[src/rtl/neuron_layer_scheduler.sv]
// neuron_layer_scheduler
// Sequences one shared 64-input Neuron datapath over NUM_NEURONS output
// neurons: weight fetch, fire pulse, bounded wait for the result, result
// hand-off on a valid/ready port, and a running signed argmax whose winner
// is reported after the last neuron. A missing Neuron result aborts the
// layer with a sticky Timeout_err.
// All outputs come straight from flops; the strobes are precomputed from
// the next state so they line up with the state they belong to.
module neuron_layer_scheduler #(
  parameter int NUM_NEURONS = 10,
  parameter int IDX_W       = 4,
  parameter int WGT_LAT     = 1,
  parameter int TIMEOUT     = 127,
  parameter int TO_W        = 8
) (
  input  logic             clk,
  input  logic             GlobalReset_n,
  input  logic             Start,
  output logic             Busy,
  output logic             Done,
  output logic [IDX_W-1:0] Wgt_addr,
  output logic             Wgt_rd_en,
  output logic             Neuron_Input_valid,
  input  logic             Neuron_Output_valid,
  input  logic [25:0]      Neuron_Out,
  output logic             Res_valid,
  input  logic             Res_ready,
  output logic [25:0]      Res_data,
  output logic [IDX_W-1:0] Res_idx,
  output logic [IDX_W-1:0] Class_idx,
  output logic             Class_valid,
  output logic             Timeout_err
);

  localparam logic [2:0] S_IDLE   = 3'd0;
  localparam logic [2:0] S_FETCH  = 3'd1;
  localparam logic [2:0] S_FIRE   = 3'd2;
  localparam logic [2:0] S_WAIT   = 3'd3;
  localparam logic [2:0] S_EMIT   = 3'd4;
  localparam logic [2:0] S_FINISH = 3'd5;

  // The shared counter times both the weight-read latency and the result wait.
  localparam logic [TO_W-1:0]  LAT_LAST  = TO_W'(WGT_LAT - 1);
  localparam logic [TO_W-1:0]  TO_LAST   = TO_W'(TIMEOUT - 1);
  localparam logic [TO_W-1:0]  CNT_ONE   = TO_W'(1);
  localparam logic [IDX_W-1:0] IDX_LAST  = IDX_W'(NUM_NEURONS - 1);
  localparam logic [IDX_W-1:0] IDX_ONE   = IDX_W'(1);
  localparam logic [25:0]      BEST_INIT = {1'b1, 25'd0};

  logic [2:0]         state_q, state_d;
  logic [IDX_W-1:0]   idx_q, idx_d;
  logic [TO_W-1:0]    cnt_q, cnt_d;
  logic signed [25:0] best_q, best_d;
  logic signed [25:0] res_data_q, res_data_d;
  logic [IDX_W-1:0]   res_idx_q, res_idx_d;
  logic [IDX_W-1:0]   class_idx_q, class_idx_d;
  logic               class_valid_q, class_valid_d;
  logic               timeout_q, timeout_d;
  logic               busy_q, busy_d;
  logic               done_q, done_d;
  logic               rd_en_q, rd_en_d;
  logic               fire_q, fire_d;
  logic               res_valid_q, res_valid_d;

  // Next-state and datapath update for the layer sequencer.
  always_comb begin
    state_d       = state_q;
    idx_d         = idx_q;
    cnt_d         = cnt_q;
    best_d        = best_q;
    res_data_d    = res_data_q;
    res_idx_d     = res_idx_q;
    class_idx_d   = class_idx_q;
    class_valid_d = class_valid_q;
    timeout_d     = timeout_q;
    case (state_q)
      S_IDLE: begin
        if (Start) begin
          state_d       = S_FETCH;
          idx_d         = '0;
          cnt_d         = '0;
          best_d        = BEST_INIT;
          class_idx_d   = '0;
          class_valid_d = 1'b0;
          timeout_d     = 1'b0;
        end else begin
          state_d = S_IDLE;
        end
      end
      S_FETCH: begin
        if (cnt_q == LAT_LAST) begin
          state_d = S_FIRE;
          cnt_d   = '0;
        end else begin
          cnt_d = cnt_q + CNT_ONE;
        end
      end
      S_FIRE: begin
        cnt_d   = '0;
        state_d = S_WAIT;
      end
      S_WAIT: begin
        // A result arriving on the last allowed cycle still counts.
        if (Neuron_Output_valid) begin
          res_data_d = Neuron_Out;
          res_idx_d  = idx_q;
          state_d    = S_EMIT;
        end else if (cnt_q == TO_LAST) begin
          timeout_d = 1'b1;
          state_d   = S_FINISH;
        end else begin
          cnt_d = cnt_q + CNT_ONE;
        end
      end
      S_EMIT: begin
        if (Res_ready) begin
          // Strict compare: on a tie the earlier (lower) index is kept.
          if (res_data_q > best_q) begin
            best_d      = res_data_q;
            class_idx_d = res_idx_q;
          end else begin
            best_d = best_q;
          end
          if (idx_q == IDX_LAST) begin
            class_valid_d = 1'b1;
            state_d       = S_FINISH;
          end else begin
            idx_d   = idx_q + IDX_ONE;
            cnt_d   = '0;
            state_d = S_FETCH;
          end
        end else begin
          state_d = S_EMIT;
        end
      end
      S_FINISH: begin
        state_d = S_IDLE;
      end
      default: begin
        state_d = S_IDLE;
      end
    endcase
  end

  // Output strobes decoded from the upcoming state so they register in step.
  always_comb begin
    busy_d      = (state_d != S_IDLE);
    done_d      = (state_d == S_FINISH);
    rd_en_d     = (state_d == S_FETCH) && (state_q != S_FETCH);
    fire_d      = (state_d == S_FIRE);
    res_valid_d = (state_d == S_EMIT);
  end

  // State, datapath and output registers; reset returns everything to zero.
  always_ff @(posedge clk or negedge GlobalReset_n) begin
    if (!GlobalReset_n) begin
      state_q       <= S_IDLE;
      idx_q         <= '0;
      cnt_q         <= '0;
      best_q        <= '0;
      res_data_q    <= '0;
      res_idx_q     <= '0;
      class_idx_q   <= '0;
      class_valid_q <= 1'b0;
      timeout_q     <= 1'b0;
      busy_q        <= 1'b0;
      done_q        <= 1'b0;
      rd_en_q       <= 1'b0;
      fire_q        <= 1'b0;
      res_valid_q   <= 1'b0;
    end else begin
      state_q       <= state_d;
      idx_q         <= idx_d;
      cnt_q         <= cnt_d;
      best_q        <= best_d;
      res_data_q    <= res_data_d;
      res_idx_q     <= res_idx_d;
      class_idx_q   <= class_idx_d;
      class_valid_q <= class_valid_d;
      timeout_q     <= timeout_d;
      busy_q        <= busy_d;
      done_q        <= done_d;
      rd_en_q       <= rd_en_d;
      fire_q        <= fire_d;
      res_valid_q   <= res_valid_d;
    end
  end

  assign Busy               = busy_q;
  assign Done               = done_q;
  assign Wgt_addr           = idx_q;
  assign Wgt_rd_en          = rd_en_q;
  assign Neuron_Input_valid = fire_q;
  assign Res_valid          = res_valid_q;
  assign Res_data           = res_data_q;
  assign Res_idx            = res_idx_q;
  assign Class_idx          = class_idx_q;
  assign Class_valid        = class_valid_q;
  assign Timeout_err        = timeout_q;

endmodule

[config.mk]
export PLATFORM = sky130hd
export DESIGN_NAME = neuron_layer_scheduler
export DESIGN_NICKNAME = d
export VERILOG_FILES = /design/src/rtl/neuron_layer_scheduler.sv
export SDC_FILE = /design/constraint.sdc
export NUM_CORES = 1
export LEC_CHECK = 0
export BUFFER_PORTS_ARGS = -buffer_cell sky130_fd_sc_hd__buf_2
export CAP_MARGIN = 20
export CORE_UTILIZATION = 40
export CTS_BUF_LIST = sky130_fd_sc_hd__clkbuf_8
export CTS_CLUSTER_DIAMETER = 40
export DETAILED_ROUTE_END_ITERATION = 8
export SYNTH_ARGS = -nofsm -noshare
export SYNTH_HDL_FRONTEND = slang
export SYNTH_SLANG_ARGS = --single-unit
[constraint.sdc]
create_clock -name clk -period 2.63 [get_ports clk]
set_clock_uncertainty 0.2 [all_clocks]
set_input_delay 0.1315 -clock clk [delete_from_list [all_inputs] [get_ports clk]]
set_output_delay 0.1315 -clock clk [all_outputs]
set_load 0.005 [all_outputs]
==> qor.csv <==
stage;metric;value;unit
outcome;outcome;complete, but fails checks;
outcome;failing checks;negative setup slack;
sta;final worst slack;-0.0652;ns
critical_path;R2R Path End;best_q[0];
sta;Fmax;0.371;GHz
place;Final HPWL DP;6.44;mm
grt;antenna violations before repair;0;
synth;synth warn;0;
synth;Seq/Total Area, Yosys;47.2;%
routing;DRT Wirelength;9.75;mm
synth;number of unique standard cell types used by synthesis;46;
critical_path;FF-to-FF setup slack;-0.07;ns
floorplan;Boundary Pins;76;
routing;iteration-0 DRC count of the detailed router;99;
clocking;Clock Tree Root;clkbuf_8;
floorplan;die extent in x;106;um
clocking;# H-tree levels;3;
grt;first-pass GRT wire length;16.3;mm
grt;vias in the first global route;3495;
clocking;CTS buffer count;9;
routing;vias post-DR;3416;
routing;DR DRC count;0;
critical_path;Cell Chain, Critical Path;inv_2 -> ha_4 -> a21o_1 -> nand3_2 -> a21oi_2 -> o41a_1 -> nor4bb_4 -> mux2_4 -> clkbuf_16 -> mux2i_1;
routing;vias per std cell;4.99;
critical_path;worst endpoint required time;2.67;ns
critical_path;CP startpoint kind;flip-flop;
clocking;Max clock buf depth;2;
floorplan;# rows;37;
routing;WL/cell;14.3;um
routing;drt first pass iters;4;
routing;DRT antenna net count;0;
synth;Synth Instances;416;
final_layout;commonest non-fill, non-tap cells in the layout;82 x dfrtp_1, 78 x nand2_1, 74 x buf_2, 34 x inv_1, 32 x mux2i_1;
floorplan;Die ar.;11300;um2
final_layout;Layout Area Growth over Synthesis;31.2;%
grt;GRT Total Usage;18.2;%
critical_path;Setup Crit Path Kind;flip-flop to flip-flop;
clocking;Clk pin slew, worst setup/hold paths;0.08;ns
floorplan;core area;10400;um2
final_layout;Nets;605;
sta;Tcrit/Tclk final;102;%
final_layout;Reg area;2050;um2
final_layout;diode count;0;
pwr;Cell Pwr Density;982;nW/um2
critical_path;worst-path fanout max;6;
clocking;clk sink count;82;
synth;Mapped Area;4350;um2
place;Final Wtd Congestion;0.814;
place;# port buffers;75;
grt;GR Overflow Total;0;
pwr;maximum VDD drop;0.000663;V
sta;Max-slew headroom;70.3;%
synth;Synth Register Bits;82;
critical_path;Worst R2R Path Depth;10;
grt;largest net degree at the start of global routing;83;
worst_hold_path;WHS Path Cells;5;
synth;Post-Syn Nets;478;
floorplan;Initial Util;41.7;%
sta;final setup TNS;-1.47;ns
clocking;CTS tree;yes;
worst_hold_path;Worst Hold End;Wgt_addr[2];
flow_run;max_cap viols;0;
final_layout;multi-input logic area;2150;um2
critical_path;CP arrival;2.73;ns
clocking;worst-skew pair later-pin latency;0.35;ns
floorplan;Die H;106;um
final_layout;Filler Cell Count;916;
critical_path;max incr delay on CP;0.41;ns
pwr;Leakage;2.82;nW
sta;final number of hold-violating endpoints;0;
sta;Final setup viols;30;
synth;synthesized area per cell;10.5;um2
final_layout;share of layout cells above drive strength 1;31.8;%
sta;max-slew violations;0;
sta;Tmin final;2.70;ns
critical_path;Critical Path Sink Type;flip-flop;
critical_path;CP max stage cell;mux2_4;
worst_hold_path;Hold Startpoint;Start;
final_layout;fin util;54.8;%
final_layout;commonest non-fill, non-tap cell in the layout;dfrtp_1;
place;pre-CTS setup slack;-0.0638;ns
sta;Worst Tran Pin Value;0.445;ns
critical_path;reg2reg start;best_q[3];
sta;RSZ-0062 raised after global routing;yes;
worst_hold_path;Worst Hold Class;input port to flip-flop;
worst max path at each step:
stage	startpoint	end	slack [ns]	depth (start not counted)
after floorplan	best_q[7]	best_q[25]	0.05	9
after global placement	best_q[7]	Class_idx[1]	-0.02	9
after detailed placement	best_q[7]	best_q[9]	-0.06	9
after CTS	best_q[3]	best_q[9]	-0.05	10
after global routing	best_q[3]	best_q[22]	-0.17	10
final	best_q[3]	best_q[0]	-0.07	10
flip-flops by register name (all words and copies together), names as in the netlist, 3 cells and up:
name and cells:
cnt_q 8, Res_idx 4, Res_data 26, state_q 3, Wgt_addr 4, Class_idx 4, best_q 26
power breakdown:
| part | internal [mW] | switching (mW) |
|---|---|---|
| Combinational | 1.36 | 1.27 |
| Sequential | 1.57 | 0.316 |
| Clock | 0.623 | 0.461 |
| Total | 3.55 | 2.05 |
area by class of cell:
class	instances	area share, %
Clock buffer	9	2.17
Clock inverter	7	1.93
Inverter	35	2.30
Multi-Input combinational cell	283	37.8
Sequential cell	82	36.0
Tap cell	136	2.98
Timing Repair Buffer	132	16.9
routing by layer:
metal | GRT usage, % | vias up | part of all wire [%]
met2 | 30.4 | 79 | 48
li1 | - | 1670 | -
met5 | 0 | - | 0
met1 | 23.0 | 1653 | 46
met4 | 6.35 | 0 | 1.7
met3 | 4.23 | 14 | 4.3
per-stage QoR:
stage	std cells	power [mW]	hold slack, ns	cell area, um2
detailed placement	634	4.25	-0.000248	5000
global placement	634	4.21	-0.000152	5000
global route	684	6.03	0.163	5700
CTS	680	5.43	0.0933	5550
finish	684	5.60	0.0995	5700
floorplan	416	3.41	-0.364	4360
logic make-up (layout without fill, tap and decap cells):
| family | count (synthesis) | in the layout | synth area share [%] |
|---|---|---|---|
| simple gates | 144 | 144 | 15.9 |
| flops | 82 | 82 | 47.2 |
| compound gates | 45 | 45 | 6.76 |
| mux | 63 | 63 | 15.5 |
| buf+inv | 51 | 183 | 5.70 |
| fa+ha+maj | 31 | 31 | 8.92 |
worst max-delay path, delay by kind of cell (launching register included):
family	cells	cell delay (ns)
fa+ha+maj	1	0.20
simple gates	2	0.38
flops	1	0.40
mux	2	0.52
compound gates	3	0.62
buf+inv	2	0.27
what timing repair did:
item,4_1_cts,5_1_grt
setup buffers,0,2
endpoints found under the setup margin,30,30
resized for setup,2,14
endpoints found under the hold margin,110,0
cloned,1,2
hold buffers,29,0
pin swaps,2,10
synthesized netlist by cell type, drive strengths merged:
cell | instances | area (um2)
a211o | 1 | 8.76
a211oi | 1 | 12.5
a21o | 1 | 7.51
a21oi | 21 | 116
a221o | 2 | 20.0
a22oi | 1 | 7.51
a31o | 1 | 8.76
a41oi | 1 | 8.76
and2 | 2 | 12.5
and3 | 3 | 20.0
and4b | 1 | 10.0
buf | 5 | 75.1
clkbuf | 11 | 41.3
dfrtp | 82 | 2050
ha | 31 | 388
inv | 35 | 131
mux2 | 31 | 353
mux2i | 32 | 320
nand2 | 78 | 293
nand2b | 4 | 25.0
nand3 | 9 | 45.0
nand3b | 1 | 7.51
nand4 | 7 | 43.8
nor2 | 20 | 75.1
nor3 | 11 | 71.3
nor4 | 2 | 18.8
nor4b | 1 | 23.8
nor4bb | 1 | 16.3
o21ai | 14 | 85.1
o21bai | 1 | 7.51
o41a | 1 | 11.3
or2 | 1 | 6.26
or3 | 3 | 25.0
No activity file was read; power rests on OpenSTA's default activity.
